[src/rtl/ddr_arb_pkg.sv]
// ddr_arb_pkg: shared types and constants for the DDR user-port arbiter.
//   state_t        arbiter FSM states
//   DDR_CMD_*      DDR3 IP user-interface command encodings
//   DEF_*          default address / data / mask widths
package ddr_arb_pkg;

    typedef enum logic [2:0] {
        WAIT_CAL = 3'd0,
        ARB      = 3'd1,
        CMD      = 3'd2,
        WDATA    = 3'd3,
        RDATA    = 3'd4
    } state_t;

    localparam logic [2:0] DDR_CMD_READ  = 3'b001;
    localparam logic [2:0] DDR_CMD_WRITE = 3'b000;

    localparam int DEF_ADDR_W = 29;
    localparam int DEF_DATA_W = 256;
    localparam int DEF_MASK_W = 32;

endpackage

[src/rtl/ddr_arb_grant.sv]
// ddr_arb_grant: combinational one-hot grant selection.
//   req_valid  in   pending requests, one bit per requester
//   grant      out  one-hot winner (all zero when nothing pending)
// Optional build macro ARB_ROUND_ROBIN_EN:
//   undefined  fixed priority, highest index wins, purely combinational
//   defined    round-robin; adds clk/rst/take ports and a last-grant
//              pointer that advances whenever take is high
module ddr_arb_grant #(
    parameter int NREQ = 2
) (
`ifdef ARB_ROUND_ROBIN_EN
    input  logic            clk,
    input  logic            rst,
    input  logic            take,
`endif
    input  logic [NREQ-1:0] req_valid,
    output logic [NREQ-1:0] grant
);

`ifdef ARB_ROUND_ROBIN_EN
    localparam int PW = (NREQ > 1) ? $clog2(NREQ) : 1;

    logic [PW-1:0] last;
    logic [PW-1:0] win;
    logic          found;
    int            idx;

    // Search starts just after the previous winner and wraps to 0.
    always_comb begin
        grant = '0;
        win   = last;
        found = 1'b0;
        idx   = 0;
        for (int k = 1; k <= NREQ; k++) begin
            idx = int'(last) + k;
            if (idx >= NREQ) idx = idx - NREQ;
            if (!found && req_valid[idx]) begin
                grant[idx] = 1'b1;
                win        = idx[PW-1:0];
                found      = 1'b1;
            end
        end
    end

    // Reset to the top index so port 0 wins the first tie.
    always_ff @(posedge clk or posedge rst) begin
        if (rst)       last <= PW'(NREQ - 1);
        else if (take) last <= win;
    end
`else
    logic found;

    always_comb begin
        grant = '0;
        found = 1'b0;
        for (int i = NREQ - 1; i >= 0; i--) begin
            if (!found && req_valid[i]) begin
                grant[i] = 1'b1;
                found    = 1'b1;
            end
        end
    end
`endif

endmodule

[src/rtl/ddr_arbiter.sv]
// ddr_arbiter: shares the DDR3 controller user port between NREQ
// requesters (0 = instruction fetch, 1 = MEM load/store). One transaction
// is outstanding at a time; completion goes only to the granted port.
// Ports:
//   clk, rst                  clock, asynchronous active-high reset
//   req_valid/we/addr/wdata/wmask   requester side, held until req_ready
//   req_ready                 one-hot accept pulse
//   rsp_valid, rsp_rdata      one-hot completion pulse, shared read data
//   init_calib_complete       DDR calibration done
//   ddr_cmd_rdy, ddr_en, ddr_cmd, memory_address     command handshake
//   ddr_write_rdy, ddr_write_en, ddr_write_data(_end), ddr_write_mask
//   ddr_read_data(_valid/_end)                        read return
//   ddr_burst                 constant 1 (BL8)
// Build macro ARB_ROUND_ROBIN_EN selects round-robin arbitration instead of
// fixed priority (see ddr_arb_grant). All outputs are registered.
module ddr_arbiter
    import ddr_arb_pkg::*;
#(
    parameter int NREQ   = 2,
    parameter int ADDR_W = DEF_ADDR_W,
    parameter int DATA_W = DEF_DATA_W,
    parameter int MASK_W = DEF_MASK_W
) (
    input  logic                        clk,
    input  logic                        rst,
    input  logic [NREQ-1:0]             req_valid,
    input  logic [NREQ-1:0]             req_we,
    input  logic [NREQ-1:0][ADDR_W-1:0] req_addr,
    input  logic [NREQ-1:0][DATA_W-1:0] req_wdata,
    input  logic [NREQ-1:0][MASK_W-1:0] req_wmask,
    output logic [NREQ-1:0]             req_ready,
    output logic [NREQ-1:0]             rsp_valid,
    output logic [DATA_W-1:0]           rsp_rdata,
    input  logic                        init_calib_complete,
    input  logic                        ddr_cmd_rdy,
    output logic                        ddr_en,
    output logic [2:0]                  ddr_cmd,
    output logic [ADDR_W-1:0]           memory_address,
    input  logic                        ddr_write_rdy,
    output logic                        ddr_write_en,
    output logic [DATA_W-1:0]           ddr_write_data,
    output logic                        ddr_write_data_end,
    output logic [MASK_W-1:0]           ddr_write_mask,
    input  logic [DATA_W-1:0]           ddr_read_data,
    input  logic                        ddr_read_data_valid,
    input  logic                        ddr_read_data_end,
    output logic                        ddr_burst
);

    state_t            state;
    logic [NREQ-1:0]   grant;
    logic [NREQ-1:0]   gnt_q;
    logic              we_q;
    logic              arb_go;

    logic              sel_we;
    logic [ADDR_W-1:0] sel_addr;
    logic [DATA_W-1:0] sel_wdata;
    logic [MASK_W-1:0] sel_wmask;

    // No grant in the cycle a response is being presented: the served
    // requester gets a chance to re-request before the next decision.
    assign arb_go = (state == ARB) && (|req_valid) && !(|rsp_valid);

    ddr_arb_grant #(.NREQ(NREQ)) u_grant (
`ifdef ARB_ROUND_ROBIN_EN
        .clk       (clk),
        .rst       (rst),
        .take      (arb_go),
`endif
        .req_valid (req_valid),
        .grant     (grant)
    );

    // One-hot AND-OR select of the winning request fields.
    always_comb begin
        sel_we    = 1'b0;
        sel_addr  = '0;
        sel_wdata = '0;
        sel_wmask = '0;
        for (int i = 0; i < NREQ; i++) begin
            if (grant[i]) begin
                sel_we    = req_we[i];
                sel_addr  = req_addr[i];
                sel_wdata = req_wdata[i];
                sel_wmask = req_wmask[i];
            end
        end
    end

    always_ff @(posedge clk or posedge rst) begin
        if (rst) begin
            state              <= WAIT_CAL;
            gnt_q              <= '0;
            we_q               <= 1'b0;
            req_ready          <= '0;
            rsp_valid          <= '0;
            rsp_rdata          <= '0;
            ddr_en             <= 1'b0;
            ddr_cmd            <= DDR_CMD_WRITE;
            memory_address     <= '0;
            ddr_write_en       <= 1'b0;
            ddr_write_data     <= '0;
            ddr_write_data_end <= 1'b0;
            ddr_write_mask     <= '0;
            ddr_burst          <= 1'b1;
        end else begin
            req_ready <= '0;
            rsp_valid <= '0;
            ddr_burst <= 1'b1;
            case (state)
                WAIT_CAL: begin
                    if (init_calib_complete) state <= ARB;
                end
                ARB: begin
                    if (arb_go) begin
                        req_ready      <= grant;
                        gnt_q          <= grant;
                        we_q           <= sel_we;
                        ddr_cmd        <= sel_we ? DDR_CMD_WRITE : DDR_CMD_READ;
                        memory_address <= sel_addr;
                        ddr_write_data <= sel_wdata;
                        ddr_write_mask <= sel_wmask;
                        ddr_en         <= 1'b1;
                        state          <= CMD;
                    end
                end
                CMD: begin
                    if (ddr_cmd_rdy) begin
                        ddr_en <= 1'b0;
                        if (we_q) begin
                            ddr_write_en       <= 1'b1;
                            ddr_write_data_end <= 1'b1;
                            state              <= WDATA;
                        end else begin
                            state <= RDATA;
                        end
                    end
                end
                WDATA: begin
                    if (ddr_write_rdy) begin
                        ddr_write_en       <= 1'b0;
                        ddr_write_data_end <= 1'b0;
                        rsp_valid          <= gnt_q;
                        state              <= ARB;
                    end
                end
                RDATA: begin
                    // Single BL8 beat: valid and end arrive together.
                    if (ddr_read_data_valid && ddr_read_data_end) begin
                        rsp_rdata <= ddr_read_data;
                        rsp_valid <= gnt_q;
                        state     <= ARB;
                    end
                end
                default: state <= WAIT_CAL;
            endcase
        end
    end

endmodule

[config.mk]
export PLATFORM = sky130hd
export DESIGN_NAME = ddr_arbiter
export DESIGN_NICKNAME = d
export VERILOG_FILES = /design/src/rtl/ddr_arb_pkg.sv /design/src/rtl/ddr_arb_grant.sv /design/src/rtl/ddr_arbiter.sv
export SDC_FILE = /design/constraint.sdc
export NUM_CORES = 1
export LEC_CHECK = 0
export BUFFER_PORTS_ARGS = -buffer_cell sky130_fd_sc_hd__buf_4
export CAP_MARGIN = 20
export CORE_AREA = 5 5 580 582
export CTS_CLUSTER_SIZE = 28
export DETAILED_ROUTE_END_ITERATION = 7
export DIE_AREA = 0 0 585 587
export GPL_ROUTABILITY_DRIVEN = 0
export PLACE_DENSITY = 0.3
export SLEW_MARGIN = 30
export SYNTH_ARGS = -nofsm -noshare
export SYNTH_HDL_FRONTEND = slang
export SYNTH_SLANG_ARGS = --single-unit
export TNS_END_PERCENT = 50
[constraint.sdc]
create_clock -name clk -period 33.4 [get_ports clk]
set_clock_uncertainty 0.15 [all_clocks]
set_input_delay 6.68 -clock clk [delete_from_list [all_inputs] [get_ports clk]]
set_output_delay 6.68 -clock clk [all_outputs]
set_load 0.02 [all_outputs]
==> results.md <==
- No sink is reached through more buffers than the 4 on the longest clock path.
- The final critical-path required period is 11,140 ps.
- The initial antenna violation count is 143.
- The standby leakage power is 0.0220 uW.
- Sorting the synthesized cells by area gives the leading types as sky130_fd_sc_hd__dfrtp_1 54%, sky130_fd_sc_hd__mux2_4 13%, sky130_fd_sc_hd__mux2_2 13%, sky130_fd_sc_hd__nand2_1 8.6%, sky130_fd_sc_hd__o21ai_0 5.7%.
- The clock root buffer is sky130_fd_sc_hd__clkbuf_16.
- The fraction of final layout cells sized beyond drive strength 1 is between 50 and 60%.
- The post-placement cell area is 0.0432 sq mm.
- STA classifies the critical path startpoint as an input pin.
- The initial standard-cell utilization of the core is 8.30%.
- The worst-case IR drop observed on VDD is 0.0354 mV.
- Dividing the final minimum period by the clock period gives 33.4%.
- The combinational fraction of design power is 47.2%.
- The sum of negative setup slack is 0 ps.
- The CTS clock-pin slew for the worst setup and hold paths is ~50 ps.
- The critical path goes through buf_8 > nor2_2 > and4b_4 > buf_4 > buf_4 > buf_4 > buf_4 > mux2_2.
- Synthesis instantiated 35 different standard cells from the library.
- In the final routed layout, each cell accounts on average for roughly 28 microns.
- The sequential share of power is 29.0%.
- Once the clock tree was built, the setup fixing pass inserted 0 buffers.
- The die is 585 microns wide.
- The switching portion of total power is 40.9%.
- The cell area after synthesis is 0.0274 sq mm.
- The number of gates resized after CTS was 0.
- Yosys mapped a number of flops with a built-in enable equal to 0.
- Buffers inserted to repair hold after CTS numbered 0.
- The overall die height is 587 microns.
- For the worst setup path, the data arrival time is ~12,000 ps.
- The worst hold path startpoint is ddr_write_data[194].
- Final hold analysis gives a worst-case slack of 338 ps.
- The power share of the clock group is 23.9%.
- The endpoint identified for the worst register-to-register timing path is ddr_write_data[188].
- Leaving out fill and tap cells, the most frequent cells in the layout are 1,507 x sky130_fd_sc_hd__buf_4, 627 x sky130_fd_sc_hd__nand2_1, 586 x sky130_fd_sc_hd__dfrtp_1, 317 x sky130_fd_sc_hd__mux2_2, 313 x sky130_fd_sc_hd__o21ai_0.
- The number of cells on the worst reg-to-reg path is 7.
- In the global route stage, overall resource usage came out at a little over an eighth.
- The worst setup path is of the in -> reg kind.
- In the final design database the tool counted 4,654 nets.
- In this run the tightest slew margin relative to its limit is 33.2%.
- For the pin with the worst max-slew slack, the measured transition is 1000 ps.
- Power spread over the standard cell area amounts to 89.4 mW/mm^2.
- The class of the tightest hold or removal check is reg -> reg.
- The CTS tree is yes.
- CTS saw 586 sinks.
- The pin count of the biggest net entering global routing is 125.
- The total I/O pin count is ~1,500.
- The detailed-router iteration count before antenna repair is 5.
- The number of hold-slack violations in the final timing report is 0.
- Static timing analysis puts the maximum clock frequency at 89.8 MHz.
- For flop-to-flop paths, the worst setup slack is 28,130 ps.
- The synthesized netlist cell count is 2,319.
- Averaged over all synthesized cells, the footprint is 11.8 sq um.
- The net switching component of the power is 1690 uW.
- The number of max-cap violations is 0.
- The total area inside the core boundary comes to 0.330 sq mm.
- The die covers 0.343 sq mm.
- The main flop type after synthesis is sky130_fd_sc_hd__dfrtp_1.
- Cell internal power was estimated by the tool at 2440 uW.
- The count of input and output buffers is 1,481.
- STA classifies the critical path endpoint as a register.
- Setup repair after global routing left no endpoint under its margin.
- Of the synthesized area, sequential elements account for 53.6%.
- The half-perimeter wire length after detailed placement is 199 mm.
- The peak fanout along the critical path is 62.
- The H-tree depth is 3.
- In this run the critical register-to-register path is launched from state[2].
- For the worst-skew pair, the clock arrives at the later sink with an insertion delay of between 700 and 800 ps.
- The worst setup slack before clock tree synthesis is 21,370 ps.
- The share of synthesized area in the top cell type comes to 53.6%.
- The required time of the critical path is 33,880 ps.
- The total of warnings raised by yosys is 0.
- Detailed routing inserted a total of 24,500 vias.
- In the post-route analysis, the smallest setup slack over all paths is 22,260 ps.
- Summed over all instances, the cell type with the most area after synthesis is sky130_fd_sc_hd__dfrtp_1.
- The path with the worst hold slack has its endpoint at ddr_write_data[194].
- After detailed routing, the number of remaining DRC violations is 0.
- The async set-or-reset flop fraction in the synthesized netlist is 100%.
- The final-report max-slew violation count is 0.
- The first-pass GRT wire length is ~290 mm.
- The total routed wirelength is between 200 and 250 mm.
- The cell occurring most often along the worst timing path is sky130_fd_sc_hd__buf_4.
- The critical-path cell with the highest stage delay is sky130_fd_sc_hd__and4b_4.
- Counting the buffers created by CTS gives a little over 90.
- The remaining number of nets flagged by the antenna check after routing is 0.
- The mean number of vias per cell is between 2 and 3.
- The via count of the first global-routing pass is roughly 26,000.
- Counting flops and latches in the post-synthesis netlist gives 586.
- The run finished with clean final reports.
- The largest single stage delay on the critical path is 860 ps.
- The finished cells cover about 0.046 sq mm.
- The hold path depth is 1.
- The DRC violation total after the first TritonRoute iteration is around 1,200.
- Setup violations remaining at the end of the flow were counted as 0.
- In this run the core area contains 211 standard-cell rows.
- The aggregate global routing overflow is 0.
- The library cell used most frequently in the layout, excluding fill and tap cells, is sky130_fd_sc_hd__buf_4.
- Compared with the post-synthesis result, the final layout area differs by 68.8%.
area by class of cell:
| class | count | area (sq um) |
|---|---|---|
| antenna | 21 | 52.6 |
| clock buffer | 134 | 2670 |
| clock inverter | 27 | 300 |
| fill | 37500 | 284000 |
| inverter | 4 | 22.5 |
| multi-input combinational | 1555 | 11600 |
| sequential | 586 | 14700 |
| tap | 4366 | 5460 |
| timing repair buffer | 1515 | 11400 |
through the flow:
stage | total power [uW] | std cells | utilization, %
after floorplan | 2130 | 2320 | -
after global placement | 3230 | 8026 | 13.1
after detailed placement | 3230 | 8026 | 13.1
after CTS | 4280 | 8187 | 14.0
after global routing | 4350 | 8194 | 14.0
final | 4130 | 8208 | 14.0
worst max-delay path, delay by kind of cell:
family / cells / cell delay (ps)
buffers and inverters: 5 / 3150
and+or+nand+nor: 2 / 930
muxes: 1 / 420
how the worst max path moves through the flow:
stage / from / endpoint / slack [ps] / cells past startpoint
after floorplan: rst / ddr_cmd[0] / 10170 / 1
after global placement: req_valid[1] / ddr_write_data[163] / 21440 / 8
after detailed placement: req_valid[1] / ddr_write_data[177] / 21370 / 8
after CTS: req_valid[1] / ddr_write_data[188] / 22240 / 8
after global routing: req_valid[1] / ddr_write_data[188] / 22080 / 8
final: req_valid[0] / ddr_write_data[188] / 22260 / 8
state kept, by name, indices dropped and copies added (netlist names), 2 cells and up:
register / cells
ddr_write_data: 256
gnt_q: 2
rsp_rdata: 256
memory_address: 29
rsp_valid: 2
req_ready: 2
ddr_write_mask: 32
state: 3
synthesized netlist by cell type (2+ instances only):
| library cell | count |
|---|---|
| sky130_fd_sc_hd__o21ai_0 | 313 |
| sky130_fd_sc_hd__buf_6 | 47 |
| sky130_fd_sc_hd__conb_1 | 2 |
| sky130_fd_sc_hd__and2_1 | 2 |
| sky130_fd_sc_hd__a21boi_0 | 3 |
| sky130_fd_sc_hd__a31oi_1 | 2 |
| sky130_fd_sc_hd__buf_4 | 9 |
| sky130_fd_sc_hd__mux2_4 | 240 |
| sky130_fd_sc_hd__dfrtp_1 | 586 |
| sky130_fd_sc_hd__nand2_1 | 627 |
| sky130_fd_sc_hd__clkbuf_1 | 71 |
| sky130_fd_sc_hd__buf_2 | 47 |
| sky130_fd_sc_hd__a21oi_1 | 3 |
| sky130_fd_sc_hd__inv_1 | 4 |
| sky130_fd_sc_hd__nor2_2 | 2 |
| sky130_fd_sc_hd__mux2_2 | 317 |
| sky130_fd_sc_hd__a22o_1 | 4 |
| sky130_fd_sc_hd__nor2_1 | 4 |
| sky130_fd_sc_hd__mux2_1 | 19 |
| sky130_fd_sc_hd__nor2b_1 | 2 |
per-layer routing:
metal,up-vias,global-route usage (%),wire length (microns)
met5,-,0,724
met4,118,2.80,5520
met3,342,6.83,28300
met2,1216,20.8,105000
met1,12000,15.4,93700
li1,10800,-,-
logic make-up after synthesis:
kind of cell,Yosys count,share of synthesized area [%]
DFF,586,53.6
AOI/OAI and AO/OA,332,6.26
buffers and inverters,179,4.12
muxes,577,27.0
other,2,0.0274
and+or+nand+nor,643,8.97
power by group through the flow:
stage               Clock, uW  Combinational (uW)  Sequential [uW]
floorplan                   0                 620             1510
global placement            0                2030             1200
detailed placement          0                2030             1200
CTS                      1050                2030             1200
global route             1060                2060             1230
finish                    986                1950             1200
Power figures use the tool's default switching activity.
